$ cat src/rtl/mac3_pkg.sv
// Shared types and arithmetic for the mac3 stream engine.
// mac_wide works at MAX_W; callers zero-extend and pick the bits they need.
package mac3_pkg;

  localparam int DEF_DATA_W = 32;
  localparam int DEF_CNT_W  = 16;
  localparam int MAX_W      = 64;

  typedef enum logic [1:0] {IDLE, FILL1, FILL2, RUN} state_t;

  typedef logic [2*MAX_W:0] wide_t;

  function automatic wide_t mac_wide(input logic [MAX_W-1:0] a,
                                     input logic [MAX_W-1:0] b,
                                     input logic [MAX_W-1:0] c);
    logic [2*MAX_W-1:0] prod;
    prod = (2*MAX_W)'(a) * (2*MAX_W)'(b);
    return wide_t'(prod) + wide_t'(c);
  endfunction

endpackage

$ cat src/rtl/mac3_window.sv
// Three-entry shift register (w0 oldest, w2 newest), shifts on en; async active-low clear.
// Latency 1 cycle from d to w2; no backpressure, every enabled word is taken.
module mac3_window #(
  parameter int W = 32
) (
  input  logic         clk,
  input  logic         rst_,
  input  logic         en,
  input  logic [W-1:0] d,
  output logic [W-1:0] w0,
  output logic [W-1:0] w1,
  output logic [W-1:0] w2
);

  always_ff @(posedge clk or negedge rst_) begin
    if (!rst_) begin
      w0 <= '0;
      w1 <= '0;
      w2 <= '0;
    end else if (en) begin
      w0 <= w1;
      w1 <= w2;
      w2 <= d;
    end
  end

endmodule

$ cat src/rtl/mac3_stream_engine.sv
// Sliding-window a*b+c over three consecutive valid words with overflow flag and result counter.
// Registered output, 1 cycle after the third valid word; no backpressure, sink must always accept.
module mac3_stream_engine
  import mac3_pkg::*;
#(
  parameter int DATA_W = DEF_DATA_W,
  parameter int CNT_W  = DEF_CNT_W
) (
  input  logic              clk,
  input  logic              rst_,
  input  logic              validi,
  input  logic [DATA_W-1:0] data_in,
  output logic              valido,
  output logic [DATA_W-1:0] data_out,
  output logic              ovf,
  output logic [CNT_W-1:0]  result_cnt
);

  state_t            state_q, state_d;
  logic              fire;
  logic [DATA_W-1:0] w0_unused, w1, w2;
  wide_t             sum;

  mac3_window #(.W(DATA_W)) u_window (
    .clk (clk),
    .rst_(rst_),
    .en  (validi),
    .d   (data_in),
    .w0  (w0_unused),
    .w1  (w1),
    .w2  (w2)
  );

  // Before this edge's shift, w1/w2 hold the two previous valid words.
  assign sum  = mac_wide(MAX_W'(w1), MAX_W'(w2), MAX_W'(data_in));
  assign fire = validi && ((state_q == FILL2) || (state_q == RUN));

  always_comb begin
    state_d = IDLE;
    if (validi) begin
      case (state_q)
        IDLE:    state_d = FILL1;
        FILL1:   state_d = FILL2;
        FILL2:   state_d = RUN;
        RUN:     state_d = RUN;
        default: state_d = IDLE;
      endcase
    end
  end

  always_ff @(posedge clk or negedge rst_) begin
    if (!rst_) begin
      state_q    <= IDLE;
      valido     <= 1'b0;
      data_out   <= '0;
      ovf        <= 1'b0;
      result_cnt <= '0;
    end else begin
      state_q <= state_d;
      valido  <= fire;
      if (fire) begin
        data_out   <= sum[DATA_W-1:0];
        ovf        <= |sum[2*MAX_W:DATA_W];
        result_cnt <= result_cnt + CNT_W'(1);
      end
    end
  end

endmodule

$ cat config.mk
export PLATFORM = sky130hd
export DESIGN_NAME = mac3_stream_engine
export DESIGN_NICKNAME = d
export VERILOG_FILES = /design/src/rtl/mac3_pkg.sv /design/src/rtl/mac3_window.sv /design/src/rtl/mac3_stream_engine.sv
export SDC_FILE = /design/constraint.sdc
export NUM_CORES = 2
export LEC_CHECK = 0
export ABC_AREA = 1
export CAP_MARGIN = 20
export CORE_MARGIN = 5
export CORE_UTILIZATION = 49
export DETAILED_ROUTE_END_ITERATION = 6
export HOLD_SLACK_MARGIN = 0.15
export PLACE_DENSITY = 0.71
export SETUP_SLACK_MARGIN = 0.5
export SKIP_LAST_GASP = 1
export SLEW_MARGIN = 0
export SYNTH_ARGS = -nofsm -noshare
export SYNTH_HDL_FRONTEND = slang
export SYNTH_SLANG_ARGS = --single-unit
$ cat constraint.sdc
create_clock -name clk -period 19.1 [get_ports clk]
set_input_delay 5.73 -clock clk [delete_from_list [all_inputs] [get_ports clk]]
set_output_delay 5.73 -clock clk [all_outputs]
set_load 0.02 [all_outputs]
==> flow_summary.yaml <==
synth:
  ys_seq_area_share_pct: 7.12
  yosysTopAreaCell: "fa_1"
  synth_edf_count: 0
  netlist_instances: 5337
  yosys.area.top_type_share_pct: 45.6
  syn_area_um2: 40700
  synth-seq-cells: 116
  ys.flop_type: "dfrtp_1"
  syn_avg_cell_area_um2: 7.63
  syn-num-nets: 6571
  ys_async_sr_fraction_pct: 100
  synth_cell_types: 34
  yosysWarnings: 0
  ys_top_cells_by_area: "fa_1 46%, nand2_1 16%, inv_1 14%, ha_1 8.3%, dfrtp_1 7.1%"
placement:
  io_buffers: 84
  gp_congestion: 1.02
  dpl_worst_slack_ns: 6.26
  dpl.hpwl_mm: 91.3
setup_path:
  critical_path_class: "input pin to flop"
  cp_max_fo: 4
  arrival_ns: 12.80
  start_kind: "input pin"
  critPathMostFrequentCell: "fa_1"
  cp_num_buf_inv: 6
  critPathRequiredTime_ns: 19.46
  timing.rr.start: "u_window.w2[3]"
  r2r-end: "ovf"
  critical-path-top-delay-family: "adder cells"
  critPathMaxStageDelay_ns: 0.55
  cpMaxStageDelayCell: "fa_1"
  r2r_cells: 31
  reg2reg_setup_slack_ns: 11.26
  critPathCaptureType: "flop"
grt:
  track_usage_pct: 26.7
  grt_antenna_before_repair: 1
  grt_pass1_wl_mm: 188
  grt_max_degree: 82
  grt-ovfl-total: 0
  grt_pass1_vias: 34300
route:
  post_drt_wl_per_cell_um: 18.3
  route.detailed.drc: 0
  drt_wl_total_mm: 115
  first_iter_violations: 2797
  first_pass_iters: 6
  drtAntennaViolNets: 0
  viasPerCell: 5.12
  vias: 32200
die:
  ios: 85
  core_area_um2: 82200
  die-area_um2: 89000
  rows: 105
  die_y_um: 298
  dieWidth_um: 298
  start_util_pct: 49.5
cells_and_area:
  final_cell_mix: "1761 x nand2_1, 1533 x inv_1, 929 x fa_1"
  syn2layout_area_growth_pct: 5.25
  final_common_cell: "nand2_1"
  drive_above_1_share_pct: 3.48
  nNetsFinal: 6447
sta:
  max_freq_mhz: 80.4
  fin_skew_ns: 0.0101
  timing.setup.tns_ns: 0
  setup_viol: 0
  layout_min_cycle_time_ns: 12.44
  post-route-period-util_pct: 65.1
  slew_viol_final: 0
  relSlewSlack_pct: 30.5
  hold_viol_final: 0
  rsz0062_at_grt: "no"
  tightest_slew_ns: 1.04
  fin_ws_ns: 6.66
flow_run:
  drv_cap: 0
clock_network:
  cts-resized-gates: 0
  ctsHoldBuffers: 0
  root_buffer: "clkbuf_16"
  cts_tree: "done"
  clk_path_buf_depth: 2
  numCtsBuffers: 17
  ctsHtreeMaxLevel: 4
  post_cts_buffers: 0
  clk_pin_slew_ns: 0.07
  insertion_delay_ns: 0.47
  cts_sinks: 116
outcome:
  status: "completed"
min_path:
  min_path_cells: 2
  hold_end: "u_window.w1[17]"
  hp-class: "flop to flop"
  hp-start: "u_window.w1[17]"
flip-flops by register name, summed over array words and instances (netlist names):
register / flops
u_window.w2: 32
valido: 1
data_out: 32
u_window.w1: 32
ovf: 1
result_cnt: 16
state_q: 2
routing by layer:
layer  part of all wire, %  vias up  track usage (%)
met5                     0        -                0
met3                   9.8      196             6.02
met1                    40    16100             36.6
li1                      -    14500                -
met4                   2.6        0             6.94
met2                    47     1430             43.4
synthesized netlist by cell type, drive strengths merged, types with 2 or more instances:
cell type / n
o21ai: 59
inv: 1551
xnor2: 31
nand4: 11
xor2: 12
a21o: 3
o211ai: 2
dfrtp: 116
buf: 4
nor3: 14
clkbuf: 274
a21oi: 52
o21bai: 11
nand3: 64
ha: 270
fa: 929
nand2: 1776
nand3b: 8
nor4: 2
nor2: 144
worst max path at each step:
stage / from / endpoint / slack, ns / depth (start not counted)
after floorplan: data_in[25] / ovf / 7.52 / 30
after global placement: data_in[27] / ovf / 6.27 / 27
after detailed placement: data_in[18] / ovf / 6.26 / 29
after CTS: data_in[25] / ovf / 6.73 / 31
after global routing: data_in[25] / ovf / 6.30 / 31
final: data_in[18] / ovf / 6.66 / 29
kinds of logic (layout without fill, tap and decap cells):
logic type	Yosys count	after routing	synth area share, %
AND/OR/NAND/NOR	2020	2020	19.4
buffers and inverters	1830	1719	16.9
adder cells (fa/ha/maj)	1199	1199	53.9
AO/OA/AOI/OAI	129	129	1.70
flip-flops	116	116	7.12
XOR/XNOR	43	43	0.924
other	0	1	0
worst register-to-register path, delay by kind of cell, from the launching register on:
family	cells	cell delay, ns
flip-flops	1	0.63
adder cells (fa/ha/maj)	9	4.38
buffers and inverters	7	0.86
AND/OR/NAND/NOR	15	1.89
per-stage QoR:
step	utilization, %	cells	hold slack [ns]	area (um^2)
finish	52.1	6297	0.475	42900
global route	52.1	6297	0.507	42900
CTS	52.1	6295	0.478	42900
detailed placement	51.4	6263	0.460	42300
global placement	51.4	6263	0.454	42300
floorplan	-	5337	0.440	40700
layout make-up:
cell class                      count  area, um^2
Fill cell                        7764       39400
Multi-Input combinational cell   3391       31000
Inverter                         1552        5830
Sequential cell                   116        2930
Tap cell                         1070        1340
Timing Repair Buffer              135        1230
Clock buffer                       17         425
Clock inverter                     15         163
Antenna cell                        1        2.50
Power is not shown: default switching activity piles up to over one toggle a cycle in this logic, so the estimate is an artifact.
